==> src/rtl/forwarding_scoreboard_pkg.sv <==
// forwarding_pkg: shared entry type, widths and data-ready helper for the forwarding scoreboard
package forwarding_pkg;
  localparam int MAX_REG_W = 16;
  localparam int CNT_W = 16;
  typedef struct packed {
    logic                 valid;
    logic                 wen;
    logic                 load;
    logic [MAX_REG_W-1:0] rd;
  } sb_entry_t;
  function automatic logic data_ready(int k, logic load, int load_stage);
    return !load || k >= load_stage;
  endfunction
endpackage

==> src/rtl/forwarding_scoreboard_if.sv <==
// forwarding_scoreboard_if: issue, operand and pipeline-control bundle; master drives issue/operands, slave resolves
interface forwarding_scoreboard_if
  import forwarding_pkg::*;
#(
  parameter int REG_W   = 5,
  parameter int DATA_W  = 32,
  parameter int NSTAGES = 3,
  parameter int NREAD   = 2
);
  localparam int SEL_W = $clog2(NSTAGES + 1);
  logic                      issue_valid;
  logic                      issue_wen;
  logic                      issue_load;
  logic [REG_W-1:0]          issue_rd;
  logic [NREAD-1:0]          rs_en;
  logic [NREAD*REG_W-1:0]    rs_addr;
  logic [NREAD*DATA_W-1:0]   rf_data;
  logic [NSTAGES*DATA_W-1:0] stage_data;
  logic                      advance;
  logic                      flush;
  logic [NREAD*SEL_W-1:0]    fwd_sel;
  logic [NREAD*DATA_W-1:0]   opnd_data;
  logic                      stall;
  logic                      issue_accept;
  logic [CNT_W-1:0]          stall_cycles;
  modport master (
    output issue_valid, issue_wen, issue_load, issue_rd, rs_en, rs_addr, rf_data, stage_data, advance, flush,
    input  fwd_sel, opnd_data, stall, issue_accept, stall_cycles
  );
  modport slave (
    input  issue_valid, issue_wen, issue_load, issue_rd, rs_en, rs_addr, rf_data, stage_data, advance, flush,
    output fwd_sel, opnd_data, stall, issue_accept, stall_cycles
  );
endinterface

==> src/rtl/forwarding_scoreboard_lookup.sv <==
// fwd_lookup: youngest-live-producer match for one source operand
// ports: ent_i entry array (index 0 = stage 1), en_i/addr_i operand, sel_o stage or 0, hit_o match, ready_o data valid
module fwd_lookup
  import forwarding_pkg::*;
#(
  parameter int NSTAGES    = 3,
  parameter int REG_W      = 5,
  parameter int LOAD_STAGE = 2,
  parameter int SEL_W      = $clog2(NSTAGES + 1)
) (
  input  sb_entry_t [NSTAGES-1:0] ent_i,
  input  logic                    en_i,
  input  logic [REG_W-1:0]        addr_i,
  output logic [SEL_W-1:0]        sel_o,
  output logic                    hit_o,
  output logic                    ready_o
);
  // walk oldest to youngest so the lowest matching stage wins
  always_comb begin
    sel_o = '0;
    hit_o = 1'b0;
    ready_o = 1'b1;
    for (int k = NSTAGES; k >= 1; k--)
      if (en_i && ent_i[k-1].valid && ent_i[k-1].wen && ent_i[k-1].rd != '0 &&
          ent_i[k-1].rd == MAX_REG_W'(addr_i)) begin
        sel_o = SEL_W'(k);
        hit_o = 1'b1;
        ready_o = data_ready(k, ent_i[k-1].load, LOAD_STAGE);
      end
  end
endmodule

==> src/rtl/forwarding_scoreboard.sv <==
// forwarding_scoreboard: tracks in-flight destinations, forwards operands, raises load-use stall, counts stalls
// ports: CLK, RST (async, active-high), bus (slave side of forwarding_scoreboard_if)
module forwarding_scoreboard
  import forwarding_pkg::*;
#(
  parameter int REG_W      = 5,
  parameter int DATA_W     = 32,
  parameter int NSTAGES    = 3,
  parameter int NREAD      = 2,
  parameter int LOAD_STAGE = 2,
  parameter int SEL_W      = $clog2(NSTAGES + 1)
) (
  input logic CLK,
  input logic RST,
  forwarding_scoreboard_if.slave bus
);
  sb_entry_t [NSTAGES-1:0] ent_q, ent_d;
  sb_entry_t               iss;
  logic [NREAD-1:0]        hit, ready;
  logic [NREAD*SEL_W-1:0]  sel;
  logic                    stall;
  logic [CNT_W-1:0]        cnt_q, cnt_d;
  for (genvar i = 0; i < NREAD; i++) begin : g_port
    fwd_lookup #(.NSTAGES(NSTAGES), .REG_W(REG_W), .LOAD_STAGE(LOAD_STAGE), .SEL_W(SEL_W)) u_lookup (
      .ent_i  (ent_q),
      .en_i   (bus.rs_en[i]),
      .addr_i (bus.rs_addr[i*REG_W +: REG_W]),
      .sel_o  (sel[i*SEL_W +: SEL_W]),
      .hit_o  (hit[i]),
      .ready_o(ready[i])
    );
  end
  assign stall = |(hit & ~ready);
  assign bus.stall = stall;
  assign bus.fwd_sel = sel;
  assign bus.issue_accept = bus.issue_valid && bus.advance && !stall && !bus.flush;
  assign bus.stall_cycles = cnt_q;
  always_comb begin
    bus.opnd_data = bus.rf_data;
    for (int i = 0; i < NREAD; i++)
      for (int k = 1; k <= NSTAGES; k++)
        if (sel[i*SEL_W +: SEL_W] == SEL_W'(k))
          bus.opnd_data[i*DATA_W +: DATA_W] = bus.stage_data[(k-1)*DATA_W +: DATA_W];
  end
  always_comb begin
    iss = '0;
    if (!stall)
      iss = '{valid: bus.issue_valid, wen: bus.issue_wen, load: bus.issue_load, rd: MAX_REG_W'(bus.issue_rd)};
    ent_d = ent_q;
    if (bus.flush)
      ent_d = '0;
    else if (bus.advance)
      ent_d = {ent_q[NSTAGES-2:0], iss};
    cnt_d = (stall && bus.advance && cnt_q != '1) ? cnt_q + CNT_W'(1) : cnt_q;
  end
  always_ff @(posedge CLK or posedge RST)
    if (RST) begin
      ent_q <= '0;
      cnt_q <= '0;
    end else begin
      ent_q <= ent_d;
      cnt_q <= cnt_d;
    end
endmodule
==> src/flat_wrapper.sv <==
// flat-port wrapper written by rule: the top's interface ports become plain ports
module forwarding_scoreboard_flat import forwarding_pkg::*;
#(
  parameter int REG_W      = 5,
  parameter int DATA_W     = 32,
  parameter int NSTAGES    = 3,
  parameter int NREAD      = 2,
  parameter int LOAD_STAGE = 2,
  parameter int SEL_W      = $clog2(NSTAGES + 1)
)
  (CLK, RST, bus_issue_valid, bus_issue_wen, bus_issue_load, bus_issue_rd, bus_rs_en, bus_rs_addr, bus_rf_data, bus_stage_data, bus_advance, bus_flush, bus_fwd_sel, bus_opnd_data, bus_stall, bus_issue_accept, bus_stall_cycles);
  forwarding_scoreboard_if #(.REG_W(REG_W), .DATA_W(DATA_W), .NSTAGES(NSTAGES), .NREAD(NREAD)) bus_i ();
  input logic CLK;
  input logic RST;
  input wire logic [$bits(bus_i.issue_valid)-1:0] bus_issue_valid;
  input wire logic [$bits(bus_i.issue_wen)-1:0] bus_issue_wen;
  input wire logic [$bits(bus_i.issue_load)-1:0] bus_issue_load;
  input wire logic [$bits(bus_i.issue_rd)-1:0] bus_issue_rd;
  input wire logic [$bits(bus_i.rs_en)-1:0] bus_rs_en;
  input wire logic [$bits(bus_i.rs_addr)-1:0] bus_rs_addr;
  input wire logic [$bits(bus_i.rf_data)-1:0] bus_rf_data;
  input wire logic [$bits(bus_i.stage_data)-1:0] bus_stage_data;
  input wire logic [$bits(bus_i.advance)-1:0] bus_advance;
  input wire logic [$bits(bus_i.flush)-1:0] bus_flush;
  output wire logic [$bits(bus_i.fwd_sel)-1:0] bus_fwd_sel;
  output wire logic [$bits(bus_i.opnd_data)-1:0] bus_opnd_data;
  output wire logic [$bits(bus_i.stall)-1:0] bus_stall;
  output wire logic [$bits(bus_i.issue_accept)-1:0] bus_issue_accept;
  output wire logic [$bits(bus_i.stall_cycles)-1:0] bus_stall_cycles;
  assign bus_i.issue_valid = bus_issue_valid;
  assign bus_i.issue_wen = bus_issue_wen;
  assign bus_i.issue_load = bus_issue_load;
  assign bus_i.issue_rd = bus_issue_rd;
  assign bus_i.rs_en = bus_rs_en;
  assign bus_i.rs_addr = bus_rs_addr;
  assign bus_i.rf_data = bus_rf_data;
  assign bus_i.stage_data = bus_stage_data;
  assign bus_i.advance = bus_advance;
  assign bus_i.flush = bus_flush;
  assign bus_fwd_sel = bus_i.fwd_sel;
  assign bus_opnd_data = bus_i.opnd_data;
  assign bus_stall = bus_i.stall;
  assign bus_issue_accept = bus_i.issue_accept;
  assign bus_stall_cycles = bus_i.stall_cycles;
  forwarding_scoreboard #(.REG_W(REG_W), .DATA_W(DATA_W), .NSTAGES(NSTAGES), .NREAD(NREAD), .LOAD_STAGE(LOAD_STAGE), .SEL_W(SEL_W)) u_core (.CLK(CLK), .RST(RST), .bus(bus_i));
endmodule
==> config.mk <==
export PLATFORM = sky130hd
export DESIGN_NAME = forwarding_scoreboard_flat
export DESIGN_NICKNAME = d
export VERILOG_FILES = /design/src/rtl/forwarding_scoreboard_pkg.sv /design/src/rtl/forwarding_scoreboard_if.sv /design/src/rtl/forwarding_scoreboard_lookup.sv /design/src/rtl/forwarding_scoreboard.sv /design/src/flat_wrapper.sv
export SDC_FILE = /design/constraint.sdc
export NUM_CORES = 1
export LEC_CHECK = 0
export CAP_MARGIN = 0
export CORE_MARGIN = 3
export CORE_UTILIZATION = 35
export CTS_CLUSTER_DIAMETER = 200
export DETAILED_ROUTE_END_ITERATION = 8
export GPL_ROUTABILITY_DRIVEN = 0
export GPL_TIMING_DRIVEN = 0
export PLACE_DENSITY = 0.79
export SYNTH_ARGS = -nofsm -noshare
export SYNTH_HDL_FRONTEND = slang
export SYNTH_HIERARCHICAL = 1
export SYNTH_SLANG_ARGS = --single-unit
==> constraint.sdc <==
create_clock -name CLK -period 4 [get_ports CLK]
set_clock_uncertainty 0.05 [all_clocks]
set_input_delay 0.6 -clock CLK [delete_from_list [all_inputs] [get_ports CLK]]
set_output_delay 0.6 -clock CLK [all_outputs]
set_load 0.02 [all_outputs]
# Yosys cells after proc, flatten, opt, wreduce, memory -nomap -nowiden
# Index checks and enable logic that the tools add are counted.
[totals]
output_inout_bits = 86
memories = 0
word_cells = 88
inputBits = 184
reg_bits = 72
romBits = 0
latchBits = 0
ram_bits = 0
[classes]
add_sub_neg = 1
n_eq_ne = 13
div_mod_pow = 0
shifts = 0
bitwise = 2
mux = 23
order_cmp = 0
n_reduce_logical = 37
multipliers = 0
[op_table]
columns = ["op", "n"]
rows = [
  ["2-to-1 mux 32 bit", 6],
  ["2-to-1 mux 57 bit", 2],
  ["== test 16 x 5 -> 1 bit", 6],
  ["nonzero test 16 bit", 3],
  ["logical AND 1 bit", 29],
  ["2-to-1 mux 19 bit", 1],
  ["adder 16 x 1 -> 16 bit (second input constant)", 1],
  ["!= test 16 bit (second input constant)", 1],
  ["2-to-1 mux 2 bit", 6],
  ["== test 2 bit (second input constant)", 4],
  ["2-to-1 mux 1 bit", 8],
  ["== test 2 x 1 -> 1 bit (second input constant)", 2],
  ["logical NOT 1 bit", 3],
  ["bitwise AND 2 bit", 1],
  ["NOT 2 bit", 1],
  ["nonzero test 2 bit", 1],
  ["OR reduction 2 bit", 1],
]

# Depth between registers and ports, before layout
# Gate-level depths: netlist of the first run.
[logic_depth]
word_depth = 12
depth_mapped = 8
ltp_nobuf = 8

# Cells and area by module
# The synthesis of the first run kept the hierarchy.
[by_module_without_submodules]
columns = ["mod", "instances", "area_per_inst_um2", "seq_area_each_um2", "cells_per_inst"]
rows = [
  ["forwarding_scoreboard", 1, 3288.2, 1001.0, 229],
  ["fwd_lookup", 2, 395.4, 0.0, 48],
]

# Worst setup path after synthesis of the first run
# OpenSTA, ideal clock, no wires.
[synth_timing]
kind = "input -> output"
startpoint = "input port bus_rs_en[0]"
endpoint = "output port bus_opnd_data[10]"
t_required_ps = 3350
cell_stages = 7
setup_slack_ps = 423
t_arrival_ps = 2927
n_path_buf = 2
path_cell_list = "or4b_1 > nor4_2 > o2111ai_1 > o21ai_0 > clkbuf_1 > buf_2 > mux4_2"
[synth_between]
elab_chain_len = 11
word_cells_on_any_way = 21
classes_between = "eq/ne (3); mux (6); reduce/logical (12)"
[synth_lines]
columns = ["element", "line_no", "source"]
rows = [
  ["start: declaration", "flat_wrapper.sv:19", "input wire logic [$bits(bus_i.rs_en)-1:0] bus_rs_en;"],
  ["logical AND 1 bit (4 in series)", "forwarding_scoreboard_lookup.sv:24", "if (en_i && ent_i[k-1].valid && ent_i[k-1].wen && ent_i[k-1].rd != '0 &&"],
  ["2-to-1 mux 2 bit (2 in series)", "forwarding_scoreboard_lookup.sv:24", ""],
  ["2-to-1 mux 2 bit (*)", "forwarding_scoreboard_lookup.sv:24", ""],
  ["net bus_fwd_sel[0]", "flat_wrapper.sv:25", "output wire logic [$bits(bus_i.fwd_sel)-1:0] bus_fwd_sel;"],
  ["== test 2 x 1 -> 1 bit", "forwarding_scoreboard.sv:42", "if (sel[i*SEL_W +: SEL_W] == SEL_W'(k))"],
  ["2-to-1 mux 32 bit (2 in series)", "forwarding_scoreboard.sv:42", ""],
  ["2-to-1 mux 32 bit (*)", "forwarding_scoreboard.sv:42", ""],
  ["end: declaration", "flat_wrapper.sv:26", "output wire logic [$bits(bus_i.opnd_data)-1:0] bus_opnd_data;"],
]
# Mark *: on every way through the listed nets, which the timed path passes. The rest lies on a longest branch.

# Worst setup path in the final report of the first run
[layout_timing]
startpoint = "input port bus_rs_addr[8]"
endpoint = "output port bus_opnd_data[59]"
[layout_between]
elab_chain_len = 9
word_cells_on_any_way = 15
classes_between = "eq/ne (6); mux (6); reduce/logical (3)"
[layout_lines]
columns = ["element", "line_no", "source"]
rows = [
  ["start: declaration", "flat_wrapper.sv:20", "input wire logic [$bits(bus_i.rs_addr)-1:0] bus_rs_addr;"],
  ["== test 16 x 5 -> 1 bit", "forwarding_scoreboard_lookup.sv:25", "ent_i[k-1].rd == MAX_REG_W'(addr_i)) begin"],
  ["logical AND 1 bit", "forwarding_scoreboard_lookup.sv:24", ""],
  ["2-to-1 mux 2 bit (2 in series)", "forwarding_scoreboard_lookup.sv:24", ""],
  ["2-to-1 mux 2 bit (*)", "forwarding_scoreboard_lookup.sv:24", ""],
  ["== test 2 x 1 -> 1 bit", "forwarding_scoreboard.sv:42", ""],
  ["2-to-1 mux 32 bit (2 in series)", "forwarding_scoreboard.sv:42", ""],
  ["2-to-1 mux 32 bit (*)", "forwarding_scoreboard.sv:42", ""],
]
# Every way passes the cells marked *; elsewhere a longest branch is shown, timed or not.

==> results of run 1 <==
area by class of cell:
cell class              instances  area [sq um]  share of cell area (%)
clock inverters                 3         40.04                  0.5213
flip-flops and latches         38         950.9                   12.38
repair buffers                288          2858                   37.20
diodes                          8         20.02                  0.2606
plain buffers                  21         225.2                   2.932
multi-input cells             319          3237                   42.14
inverters                       6         50.05                  0.6516
clock buffers                   5         125.1                   1.629
well taps                     140         175.2                   2.281
metrics by stage:
stage	hold slack (ns)	instance area, sq um
4_1_cts	0.4644	7569
3_5_place_dp	0.4482	7118
5_1_grt	0.4980	7679
2_1_floorplan	0.4457	4245
3_3_place_gp	0.4389	7103
6_report	0.4671	7681
worst max path at each step:
| stage | to | slack [ns] | cells past startpoint |
|---|---|---|---|
| global placement | bus_opnd_data[33] | -0.87 | 9 |
| CTS | bus_opnd_data[14] | -0.17 | 9 |
| finish | bus_opnd_data[59] | 0.08 | 9 |
| floorplan | bus_opnd_data[10] | 0.42 | 7 |
| detailed placement | bus_opnd_data[33] | -0.85 | 9 |
| global route | bus_opnd_data[14] | 0.01 | 9 |
critical path, cell delays in order:
cell and delay (ns):
clkdlybuf4s50_1 0.51, xor2_1 0.22, nor4_2 0.27, nand4_1 0.25, a21oi_2 0.23, buf_6 0.17, buf_6 0.19, mux4_2 0.52
clkdlybuf4s15_1 0.32
routing by layer:
layer  global-route usage [%]  vias up
met5                        0        -
met4                    14.90        0
met3                    6.952       38
met2                    52.57      251
met1                    31.40     2220
li1                         -     2003
power breakdown:
group / switching [mW] / internal [mW]
Clock: 0.148 / 0.291
Combinational: 0.181 / 0.272
Sequential: 0.0157 / 0.392
Total: 0.344 / 0.956
state kept, by name, summed over array words and instances (netlist names):
signal / cells
u_core/bus.stall_cycles: 16
u_core/ent_q: 22
what timing repair did:
item | 4_1_cts | 5_1_grt
pin swaps | 3 | 7
hold buffers | 0 | 0
cloned | 0 | 1
endpoints found under the setup margin | 65 | 66
setup buffers | 16 | 2
gates resized for setup | 229 | 30
==> flow_metrics.env, run 1 <==
export IMPL_outcome="completed"
export IMPL_reg2reg_to="u_core/bus.stall_cycles[11]$_DFFE_PP0P_"
export IMPL_hold_viol=0
export IMPL_cts_root_buf="clkbuf_16"
export IMPL_cp_required_ns=3.35
export IMPL_drcViolationCount=0
export IMPL_maxSlewViolCount=0
export IMPL_grt_first_pass_wirelength_um=28270
export IMPL_top_layer_used="met4"
export IMPL_die_y_um=112.9
export IMPL_fin_nets=864
export IMPL_final_cells=828
export IMPL_route_layer_met1_wl_um=6485
export IMPL_whs_path_depth=1
export IMPL_post_dp_hpwl_um=15770
export IMPL_yosysWarnings=6
export IMPL_fin_crit_sh_pct=97.94
export IMPL_drt_wl_total_um=19180
export IMPL_tightestPinTransition_ns=0.9014
export IMPL_ant_nets=0
export IMPL_worstHoldStart="u_core/bus.stall_cycles[15]$_DFFE_PP0P_"
export IMPL_crit_type="input pin to output pin"
export IMPL_num_vias=4512
export IMPL_track_usage_pct=29.05
export IMPL_max_slew_margin_pct=39.84
export IMPL_critPathMaxFanout=10
export IMPL_crit_path_end_kind="output pin"
export IMPL_start_util_pct=36.43
export IMPL_fmax_mhz=255.3
export IMPL_cts_tree="done"
export IMPL_worstHoldPathType="flop to flop"
export IMPL_drt_iter0_drc=322
export IMPL_via_per_inst=5.449
export IMPL_io_pins=270
export IMPL_total_power_mw=1.300
export IMPL_leakage_nw=3.176
export IMPL_grt_pass1_vias=4778
export IMPL_wl_met2_um=10550
export IMPL_grt_max_degree=24
export IMPL_syn_cell_area_sq_um=4001
export IMPL_dr_wl_met3_um=1494
export IMPL_critPathLaunch="bus_rs_addr[8]"
export IMPL_r2r_slack_ns=1.19
export IMPL_num_fill_cells=774
export IMPL_cts_htree_levels=2
export IMPL_cts_sinks=38
export IMPL_r2r_cells=8
export IMPL_antenna_found_initial=7
export IMPL_cts_buffers=5
export IMPL_startpoint_type="input pin"
export IMPL_setup_violations=0
export IMPL_finalSetupTns_ns=0
export IMPL_timing_final_ws_setup_ns=0.08240
export IMPL_p_per_area_nw_per_um2=169.2
export IMPL_num_rows=38
export IMPL_syn_inst=319
export IMPL_vdd_drop_max_v=0.0003449
export IMPL_core_area_sq_um=10980
export IMPL_rsz0062_at_grt="false"
export IMPL_crit_arrival_ns=3.27
export IMPL_wl_per_cell_um=23.17
export IMPL_dieArea_sq_um=12750
export IMPL_r2r_start="u_core/ent_q[2]$_DFFE_PP0P_"
export IMPL_worstSkewPairLatency_ns=0.28
export IMPL_cts_path_max_buffers=2
export IMPL_dp_slack_ns=-0.8537
export IMPL_final_cell_mix="clkdlybuf4s50_1, conb_1, mux4_2"
export IMPL_die_x_um=112.9
export IMPL_grt_overflow=0
export IMPL_layout_drive_gt1_share_pct=28.24
export IMPL_area_growth_pct=91.96
export IMPL_avgSynthCellArea_sq_um=12.54
export IMPL_port_buffer_count=268
export IMPL_fin_util_pct=69.94
export IMPL_min_period_ns=3.918
export IMPL_holdPathEnd="u_core/bus.stall_cycles[15]$_DFFE_PP0P_"
export IMPL_clk_pin_slew_worst_paths_ns=0.05
export IMPL_final_common_cell="clkdlybuf4s50_1"
export IMPL_first_pass_iters=5
export IMPL_max_cap_violations=0
export IMPL_numPlacedInstances=793
Power figures use the tool's default switching activity.
==> run 2, diff against run 1 <==
--- a/config.mk
+++ b/config.mk
@@ -6,13 +6,14 @@
 export NUM_CORES = 1
 export LEC_CHECK = 0
 export CAP_MARGIN = 0
-export CORE_MARGIN = 3
-export CORE_UTILIZATION = 35
+export CELL_PAD_IN_SITES_DETAIL_PLACEMENT = 0
+export CELL_PAD_IN_SITES_GLOBAL_PLACEMENT = 1
+export CORE_UTILIZATION = 27
 export CTS_CLUSTER_DIAMETER = 200
 export DETAILED_ROUTE_END_ITERATION = 8
 export GPL_ROUTABILITY_DRIVEN = 0
 export GPL_TIMING_DRIVEN = 0
-export PLACE_DENSITY = 0.79
+export PLACE_DENSITY_LB_ADDON = 0.1
 export SYNTH_ARGS = -nofsm -noshare
 export SYNTH_HDL_FRONTEND = slang
 export SYNTH_HIERARCHICAL = 1
==> flow_metrics.env, run 2 (synthesis results as in run 1) <==
export IMPL_startpoint_type="input pin"
export IMPL_worstHoldPathType="flop to flop"
export IMPL_p_per_area_nw_per_um2=173.0
export IMPL_cts_path_max_buffers=2
export IMPL_first_pass_iters=6
export IMPL_r2r_cells=8
export IMPL_final_cells=857
export IMPL_min_period_ns=3.921
export IMPL_crit_path_cell_trace="clkdlybuf4s50_1 -> or4b_4 -> nor4_4 -> o2111a_2 -> nand2_1 -> nand2b_1 -> nand2_2 -> clkdlybuf4s50_1"
export IMPL_track_usage_pct=21.71
export IMPL_worstSkewPairLatency_ns=0.28
export IMPL_layout_drive_gt1_share_pct=28.83
export IMPL_hold_ws_ns=0.4667
export IMPL_dpl_cell_area_sq_um=7158
export IMPL_max_cap_violations=0
export IMPL_grt_max_degree=39
export IMPL_crit_path_end_kind="output pin"
export IMPL_timing_final_ws_setup_ns=0.07871
export IMPL_maxSlewViolCount=0
export IMPL_cts_sinks=38
export IMPL_grt_first_pass_wirelength_um=24740
export IMPL_finalSetupTns_ns=0
export IMPL_cts_root_buf="clkbuf_16"
export IMPL_tightestPinTransition_ns=0.8062
export IMPL_largest_reg_flops=22
export IMPL_numPlacedInstances=836
export IMPL_port_buffer_count=268
export IMPL_crit_type="input pin to output pin"
export IMPL_hold_viol=0
export IMPL_leakage_nw=3.085
export IMPL_setup_violations=0
export IMPL_antenna_cells=0
export IMPL_grt_pass1_vias=4291
export IMPL_whs_path_depth=1
export IMPL_core_area_sq_um=14480
export IMPL_slowest_delay_ns=0.61
export IMPL_clk_pin_slew_worst_paths_ns=0.06
export IMPL_grt_overflow=0
export IMPL_drt_iter0_drc=196
export IMPL_die_y_um=123.7
export IMPL_fin_nets=857
export IMPL_outcome="completed"
export IMPL_num_fill_cells=1344
export IMPL_drt_wl_total_um=17690
export IMPL_io_pins=270
export IMPL_dieArea_sq_um=15310
export IMPL_cts_buffers=5
export IMPL_final_cell_mix="clkdlybuf4s50_1, conb_1, mux4_2"
export IMPL_vdd_drop_max_v=0.0001631
export IMPL_cp_required_ns=3.35
export IMPL_start_util_pct=27.64
export IMPL_fin_crit_sh_pct=98.03
export IMPL_max_slew_margin_pct=46.18
export IMPL_drcViolationCount=0
export IMPL_cts_tree="done"
export IMPL_critPathMaxFanout=5
export IMPL_die_x_um=123.7
export IMPL_area_growth_pct=86.55
export IMPL_cpMaxStageDelayCell="clkdlybuf4s50_1"
export IMPL_rsz0062_at_grt="false"
export IMPL_largest_register="u_core/ent_q"
export IMPL_cts_hold_buf=0
export IMPL_cpMostUsedCell="clkdlybuf4s50_1"
export IMPL_finalInstanceArea_sq_um=7465
export IMPL_fin_util_pct=51.56
export IMPL_cts_htree_levels=2
export IMPL_final_common_cell="clkdlybuf4s50_1"
export IMPL_fmax_mhz=255.0
export IMPL_post_dp_hpwl_um=14520
export IMPL_antenna_found_initial=2
export IMPL_crit_arrival_ns=3.27
export IMPL_total_power_mw=1.291
export IMPL_via_per_inst=4.995
export IMPL_ant_nets=0
export IMPL_num_vias=4281
export IMPL_wl_per_cell_um=20.64
export IMPL_num_rows=44
export IMPL_dp_slack_ns=-0.8117
-- run 2: repair_timing --
action	4_1_cts	5_1_grt
pin swaps	4	5
gates resized for setup	219	50
buffers inserted	11	1
setup endpoints to repair	65	56
gates cloned	0	1
-- run 2: metal layers --
metal	global-route usage (%)	up-vias	wire length (um)
li1	-	1964	-
met1	26.90	2141	6890
met2	40.07	163	9344
met3	3.984	9	1370
met4	2.184	4	53
met5	0	-	27
-- run 2: path summary, 6_finish.rpt --
check                                                         from                                 endpoint  slack [ns]
min in group asynchronous                                      RST  u_core/bus.stall_cycles[12]$_DFFE_PP0P_        0.74
hold / removal             u_core/bus.stall_cycles[15]$_DFFE_PP0P_  u_core/bus.stall_cycles[15]$_DFFE_PP0P_        0.47
setup reg to reg                       u_core/ent_q[2]$_DFFE_PP0P_  u_core/bus.stall_cycles[13]$_DFFE_PP0P_        1.12
max in group asynchronous                                      RST   u_core/bus.stall_cycles[2]$_DFFE_PP0P_        2.64
setup / recovery                                      bus_rs_en[1]                                bus_stall        0.08
hold reg to reg            u_core/bus.stall_cycles[15]$_DFFE_PP0P_  u_core/bus.stall_cycles[15]$_DFFE_PP0P_        0.47
-- run 2: area by class of cell --
cell class                 count  area [sq um]  share of cell area, %
clock buffer                   5         125.1                  1.676
buffer                        21         215.2                  2.883
timing repair buffer         281          2626                  35.18
clock inverter                 3         45.04                 0.6034
inverter                       6         50.05                 0.6705
sequential                    38         950.9                  12.74
multi-input combinational    319          3222                  43.16
tap                          184         230.2                  3.084
-- run 2: where the power goes --
| group | internal [mW] | switching [mW] |
|---|---|---|
| sequential | 0.392 | 0.0159 |
| clock | 0.294 | 0.157 |
| combinational | 0.260 | 0.172 |
-- run 2: critical path, delay by kind of cell --
kind / cells / cell delay, ns
simple gates: 5 / 1.24
compound gates: 1 / 0.31
buf+inv: 2 / 1.12
